$ cat src/rtl/edge_arb_pkg.sv
// Shared types and constants for the edge-event arbiter.
// The channel field is sized for the largest supported channel count (16).
package edge_arb_pkg;

    localparam int EVT_CH_W = 4;

    localparam logic EVT_FALL = 1'b0;
    localparam logic EVT_RISE = 1'b1;

    typedef struct packed {
        logic                rise;
        logic [EVT_CH_W-1:0] ch;
    } edge_evt_t;

endpackage

$ cat src/rtl/edge_arb_chan.sv
// One channel: two-stage sampler, edge detect, single pending slot, sticky overflow.
module edge_arb_chan
    import edge_arb_pkg::*;
(
    input  logic clk,
    input  logic rst,
    input  logic in,
    input  logic en,
    input  logic grant,
    input  logic ovf_clr,
    output logic pend,
    output logic rise,
    output logic ovf
);

    logic s0_q, s1_q;
    logic pend_q, pend_d;
    logic rise_q, rise_d;
    logic ovf_q, ovf_d;
    logic edge_det;
    logic new_ovf;

    assign edge_det = en && (s0_q != s1_q);

    always_comb begin
        pend_d  = pend_q;
        rise_d  = rise_q;
        new_ovf = 1'b0;
        if (!en) begin
            pend_d = 1'b0;
        end else if (edge_det) begin
            // A slot being granted this cycle is free to take the new edge.
            if (!pend_q || grant) begin
                pend_d = 1'b1;
                rise_d = s0_q ? EVT_RISE : EVT_FALL;
            end else begin
                new_ovf = 1'b1;
            end
        end else if (grant) begin
            pend_d = 1'b0;
        end
        ovf_d = (ovf_q && !ovf_clr) || new_ovf;
    end

    always_ff @(posedge clk) begin
        if (rst) begin
            // Preload both stages so releasing reset never looks like an edge.
            s0_q   <= in;
            s1_q   <= in;
            pend_q <= 1'b0;
            rise_q <= EVT_FALL;
            ovf_q  <= 1'b0;
        end else begin
            s0_q   <= in;
            s1_q   <= s0_q;
            pend_q <= pend_d;
            rise_q <= rise_d;
            ovf_q  <= ovf_d;
        end
    end

    assign pend = pend_q;
    assign rise = rise_q;
    assign ovf  = ovf_q;

endmodule

$ cat src/rtl/edge_event_arbiter.sv
// N-channel edge-event controller: per-channel pending slots shared onto one
// valid/ready event port by a round-robin arbiter with a registered output.
module edge_event_arbiter
    import edge_arb_pkg::*;
#(
    parameter  int N    = 4,
    localparam int CH_W = $clog2(N)
) (
    input  logic            clk,
    input  logic            rst,
    input  logic [N-1:0]    in,
    input  logic [N-1:0]    en,
    input  logic [N-1:0]    ovf_clr,
    output logic            evt_valid,
    input  logic            evt_ready,
    output logic [CH_W-1:0] evt_ch,
    output logic            evt_rise,
    output logic [N-1:0]    pend,
    output logic [N-1:0]    ovf
);

    logic [N-1:0]    rise_w;
    logic [N-1:0]    grant;
    logic            load;
    logic            gnt_found;
    logic [CH_W-1:0] gnt_idx;
    logic [CH_W:0]   scan_idx;

    logic            evt_valid_q, evt_valid_d;
    logic [CH_W-1:0] evt_ch_q, evt_ch_d;
    logic            evt_rise_q, evt_rise_d;
    logic [CH_W-1:0] rr_q, rr_d;

    for (genvar gi = 0; gi < N; gi++) begin : g_chan
        edge_arb_chan u_chan (
            .clk     (clk),
            .rst     (rst),
            .in      (in[gi]),
            .en      (en[gi]),
            .grant   (grant[gi]),
            .ovf_clr (ovf_clr[gi]),
            .pend    (pend[gi]),
            .rise    (rise_w[gi]),
            .ovf     (ovf[gi])
        );
        assign grant[gi] = load && gnt_found && (gnt_idx == CH_W'(gi));
    end

    assign load = !evt_valid_q || evt_ready;

    // First occupied slot at or after rr, wrapping modulo N.
    always_comb begin
        gnt_found = 1'b0;
        gnt_idx   = '0;
        scan_idx  = '0;
        for (int k = 0; k < N; k++) begin
            scan_idx = {1'b0, rr_q} + (CH_W+1)'(k);
            if (scan_idx >= (CH_W+1)'(N)) begin
                scan_idx = scan_idx - (CH_W+1)'(N);
            end
            if (!gnt_found && pend[scan_idx[CH_W-1:0]]) begin
                gnt_found = 1'b1;
                gnt_idx   = scan_idx[CH_W-1:0];
            end
        end
    end

    always_comb begin
        evt_valid_d = evt_valid_q;
        evt_ch_d    = evt_ch_q;
        evt_rise_d  = evt_rise_q;
        rr_d        = rr_q;
        if (load) begin
            if (gnt_found) begin
                evt_valid_d = 1'b1;
                evt_ch_d    = gnt_idx;
                evt_rise_d  = rise_w[gnt_idx];
                rr_d        = (gnt_idx == CH_W'(N - 1)) ? '0 : gnt_idx + CH_W'(1);
            end else begin
                evt_valid_d = 1'b0;
            end
        end
    end

    always_ff @(posedge clk) begin
        if (rst) begin
            evt_valid_q <= 1'b0;
            evt_ch_q    <= '0;
            evt_rise_q  <= EVT_FALL;
            rr_q        <= '0;
        end else begin
            evt_valid_q <= evt_valid_d;
            evt_ch_q    <= evt_ch_d;
            evt_rise_q  <= evt_rise_d;
            rr_q        <= rr_d;
        end
    end

    assign evt_valid = evt_valid_q;
    assign evt_ch    = evt_ch_q;
    assign evt_rise  = evt_rise_q;

endmodule
$ cat config.mk
export PLATFORM = sky130hd
export DESIGN_NAME = edge_event_arbiter
export DESIGN_NICKNAME = d
export VERILOG_FILES = /design/src/rtl/edge_arb_pkg.sv /design/src/rtl/edge_arb_chan.sv /design/src/rtl/edge_event_arbiter.sv
export SDC_FILE = /design/constraint.sdc
export NUM_CORES = 1
export LEC_CHECK = 0
export CAP_MARGIN = 30
export CELL_PAD_IN_SITES_DETAIL_PLACEMENT = 2
export CELL_PAD_IN_SITES_GLOBAL_PLACEMENT = 2
export CORE_ASPECT_RATIO = 2
export CORE_MARGIN = 3
export CORE_UTILIZATION = 25
export CTS_BUF_LIST = sky130_fd_sc_hd__clkbuf_16
export CTS_CLUSTER_DIAMETER = 100
export DETAILED_ROUTE_END_ITERATION = 16
export PLACE_DENSITY_LB_ADDON = 0.3
export REMOVE_ABC_BUFFERS = 1
export SKIP_LAST_GASP = 1
export SLEW_MARGIN = 10
export SYNTH_ARGS = -nofsm -noshare
export SYNTH_HDL_FRONTEND = slang
export SYNTH_SLANG_ARGS = --single-unit
$ cat constraint.sdc
create_clock -name clk -period 1.7 [get_ports clk]
set_input_delay 0.34 -clock clk [delete_from_list [all_inputs] [get_ports clk]]
set_output_delay 0.34 -clock clk [all_outputs]
set_load 0.005 [all_outputs]
==> run_results.csv <==
group,metric,value,unit
timing,min_period,1.921,ns
yosys,post-synth-top-count-cell,"dfxtp_1",
placement,dp_slack,-0.4095,ns
die,core,0.004865,mm²
timing,rsz0062_at_grt,"true",
cts,clock_latency,0.26,ns
die,rows,36,
grt,antenna_found_initial,0,
timing,whs,0.4538,ns
cts,clock-sinks,26,
timing,relSlewSlack,73.59,%
cts,cts_buffers,3,
die,dieArea,0.006007,mm²
yosys,synth-seq-area-share,41.11,%
detailed_routing,wl_per_cell,17.60,µm
placement,gp_congestion,0.8285,
yosys,synth_cell_types,36,
yosys,ys_async_sr_fraction,0,%
timing,fin_ws,-0.2210,ns
pwr,peakVddDrop,0.0005664,V
worst_setup_path,rrSetupSlack,-0.22,ns
timing,setup_viol_count_final,13,
cells_and_area,syn_to_final_growth,55.63,%
min_path,holdCritStartpoint,"evt_ch[0]",
run,drv_cap,0,
cells_and_area,final_cell_area,0.001971,mm²
timing,hold_viol,0,
detailed_routing,routed_via_density,4.821,
cells_and_area,num-nets-final,198,
yosys,synth.area.top_cells,"dfxtp_1 41%, buf_4 5.3%, ha_1 4.0%",
timing,worstMarginPinSlew,0.3961,ns
pwr,internal_power,1.198,mW
pwr,p_sw,0.4546,mW
detailed_routing,drtIter0Drc,9,
yosys,synth-seq-cells,26,
worst_setup_path,critical_path_arrival,2.12,ns
min_path,min_path_cells,2,
worst_setup_path,rr_worst_depth,9,
worst_setup_path,worstPathRequired,1.89,ns
cells_and_area,stdcell_count,235,
min_path,min_to,"evt_ch[0]",
placement,placed_area,0.001667,mm²
cts,clockBufferDepth,2,
placement,dpl.cell_count,224,
pwr,p_sw_share,27.50,%
pwr,leakagePower,0.7414,nW
cells_and_area,antenna_cells,0,
worst_setup_path,critPathCaptureType,"flip-flop",
status,status,"complete, but fails checks",
yosys,synth.avg_cell_area,9.520,µm²
yosys,syn_inst,133,
worst_setup_path,critical_path_class,"reg2reg",
placement,hpwlAfterDp,2.934,mm
yosys,synth_warnings,0,
die,die_h,106.6,µm
detailed_routing,drc_errors,0,
cells_and_area,final_layout_size_suffix_gt1_share,39.33,%
yosys,synth-edff-count,0,
timing,fin_crit_sh,113.0,%
die,die_w,56.33,µm
grt,grt_first_pass_wirelength,6.686,mm
min_path,hp-class,"reg2reg",
detailed_routing,vias,1133,
yosys,synth_top_area_share,41.11,%
timing,fin_setup_tns,-1.523,ns
timing,fin_worst_skew,0.009364,ns
pwr,pwr-share-clk,32.4,%
cts,cts_root_buf,"clkbuf_16",
detailed_routing,dr.pass1.iters,4,
status,violations,"setup timing",
pwr,seqPwrFrac,41.8,%
worst_setup_path,cp_max_fo,5,
timing,drv_slew,0,
yosys,synth_commonest_cells,"26 x dfxtp_1, 11 x nor2_1, 9 x a21oi_1, 9 x buf_4, 9 x nand2_1",
yosys,ys.flop_type,"dfxtp_1",
detailed_routing,ant_nets,0,
pwr,powerDensity,838.8,mW/mm²
die,start_util,26.03,%
worst_setup_path,critPathLaunchType,"flip-flop",
grt,grt_pass1_vias,1325,
yosys,syn_area,0.001266,mm²
yosys,synth_top_area_cell,"dfxtp_1",
grt,grt_max_degree,15,
worst_setup_path,worstReg2RegStart,"rr_q[1]",
cts,cts_hold_buffers,0,
timing,fmax,0.5206,GHz
die,io_pins,27,
pwr,combPwrFrac,25.8,%
grt,track_usage,14.48,%
cts,clk_pin_slew,0.07,ns
placement,io_buffers,26,
worst_setup_path,r2r_end,"g_chan[2].u_chan.rise",
grt,grt_overflow,0,
cts,cts_max_level,1,
detailed_routing,routed_wl,4.136,mm
cts,cts_tree,"yes",
[state kept, by name (all words and copies together) (netlist names)]
signal and count:
evt_ch 2, evt_rise 1, evt_valid 1, g_chan.u_chan.ovf 4, g_chan.u_chan.pend 4, g_chan.u_chan.rise 4
g_chan.u_chan.s0_q 4, g_chan.u_chan.s1_q 4, rr_q 2
[worst max path at each step]
stage                                     start                    end  slack [ns]  cells after the start
after floorplan           g_chan[3].u_chan.pend  g_chan[0].u_chan.rise       -0.15                      7
after global placement                  rr_q[1]  g_chan[1].u_chan.rise       -0.27                      7
after detailed placement                rr_q[1]  g_chan[2].u_chan.rise       -0.41                      8
after CTS                               rr_q[1]  g_chan[1].u_chan.rise       -0.21                      7
after global routing                    rr_q[0]  g_chan[2].u_chan.rise       -0.28                      8
final                                   rr_q[1]  g_chan[2].u_chan.rise       -0.22                      9
[final cells by class]
| cell class | instances | area [µm²] |
|---|---|---|
| clock buffers | 3 | 75.07 |
| clock inverters | 1 | 3.754 |
| fillers | 536 | 2894 |
| inverters | 8 | 30.03 |
| multi-input cells | 87 | 770.7 |
| flip-flops and latches | 26 | 533.0 |
| well taps | 57 | 71.32 |
| repair buffers | 53 | 486.7 |
[power groups by stage]
stage / combinational [mW] / clock [mW] / sequential (mW)
after floorplan: 0.143 / 0 / 0.694
after CTS: 0.380 / 0.553 / 0.690
after detailed placement: 0.331 / 0 / 0.698
final: 0.426 / 0.536 / 0.691
after global routing: 0.464 / 0.581 / 0.698
after global placement: 0.316 / 0 / 0.693
[metrics by stage]
stage / total power, mW / utilization [%]
2_1_floorplan: 0.8368 / -
3_3_place_gp: 1.009 / 34.26
3_5_place_dp: 1.029 / 34.26
4_1_cts: 1.624 / 38.43
5_1_grt: 1.743 / 40.51
6_report: 1.653 / 40.51
[routing by layer]
layer,global-route usage (%),vias up,part of all wire [%]
met5,0,-,0
met1,13.85,574,34
met4,5.603,0,1.0
li1,-,543,-
met3,1.446,2,1.8
met2,29.90,14,63
[cells by family (layout without fill, tap and decap cells)]
logic type,after synthesis,count (layout),share of synthesized area [%]
AOI/OAI and AO/OA,30,30,17.39
xor gates and xnor gates,4,4,2.767
adders and majority gates,4,4,3.953
buffers and inverters,20,65,9.782
and+or+nand+nor,41,41,17.99
muxes,8,8,7.015
DFF,26,26,41.11
[placed cells by master (no fill, tap or decap), types with 2 or more instances in the layout]
cell	count
a32oi_1	2
nor3b_1	2
o21ai_1	2
nand2b_1	2
a21oi_1	6
nor2_1	10
a21oi_2	3
clkdlybuf4s50_1	26
mux2_2	4
buf_4	23
o21ai_0	4
clkbuf_16	3
inv_1	5
ha_2	2
inv_2	3
or3b_1	2
mux2i_4	3
dfxtp_1	20
buf_6	3
dfxtp_4	2
dfxtp_2	4
ha_4	2
nand2_1	9
nand4_1	3
o21ai_2	2
xor2_1	4
a21boi_2	2
[what timing repair did]
item / 4_1_cts / 5_1_grt
endpoints found under the hold margin: 0 / 0
buffers inserted: 5 / 5
setup endpoints to repair: 13 / 18
pin swaps: 11 / 10
gates resized for setup: 26 / 23
[worst max-delay path, stage by stage (launching register included)]
cell      delay, ns
dfxtp_4        0.40
buf_4          0.14
nor2_2         0.04
o21ai_2        0.21
nand3_4        0.12
inv_2          0.10
ha_2           0.22
a21boi_4       0.07
or3b_1         0.40
a21oi_2        0.14
(Power assumes the default switching activity.)
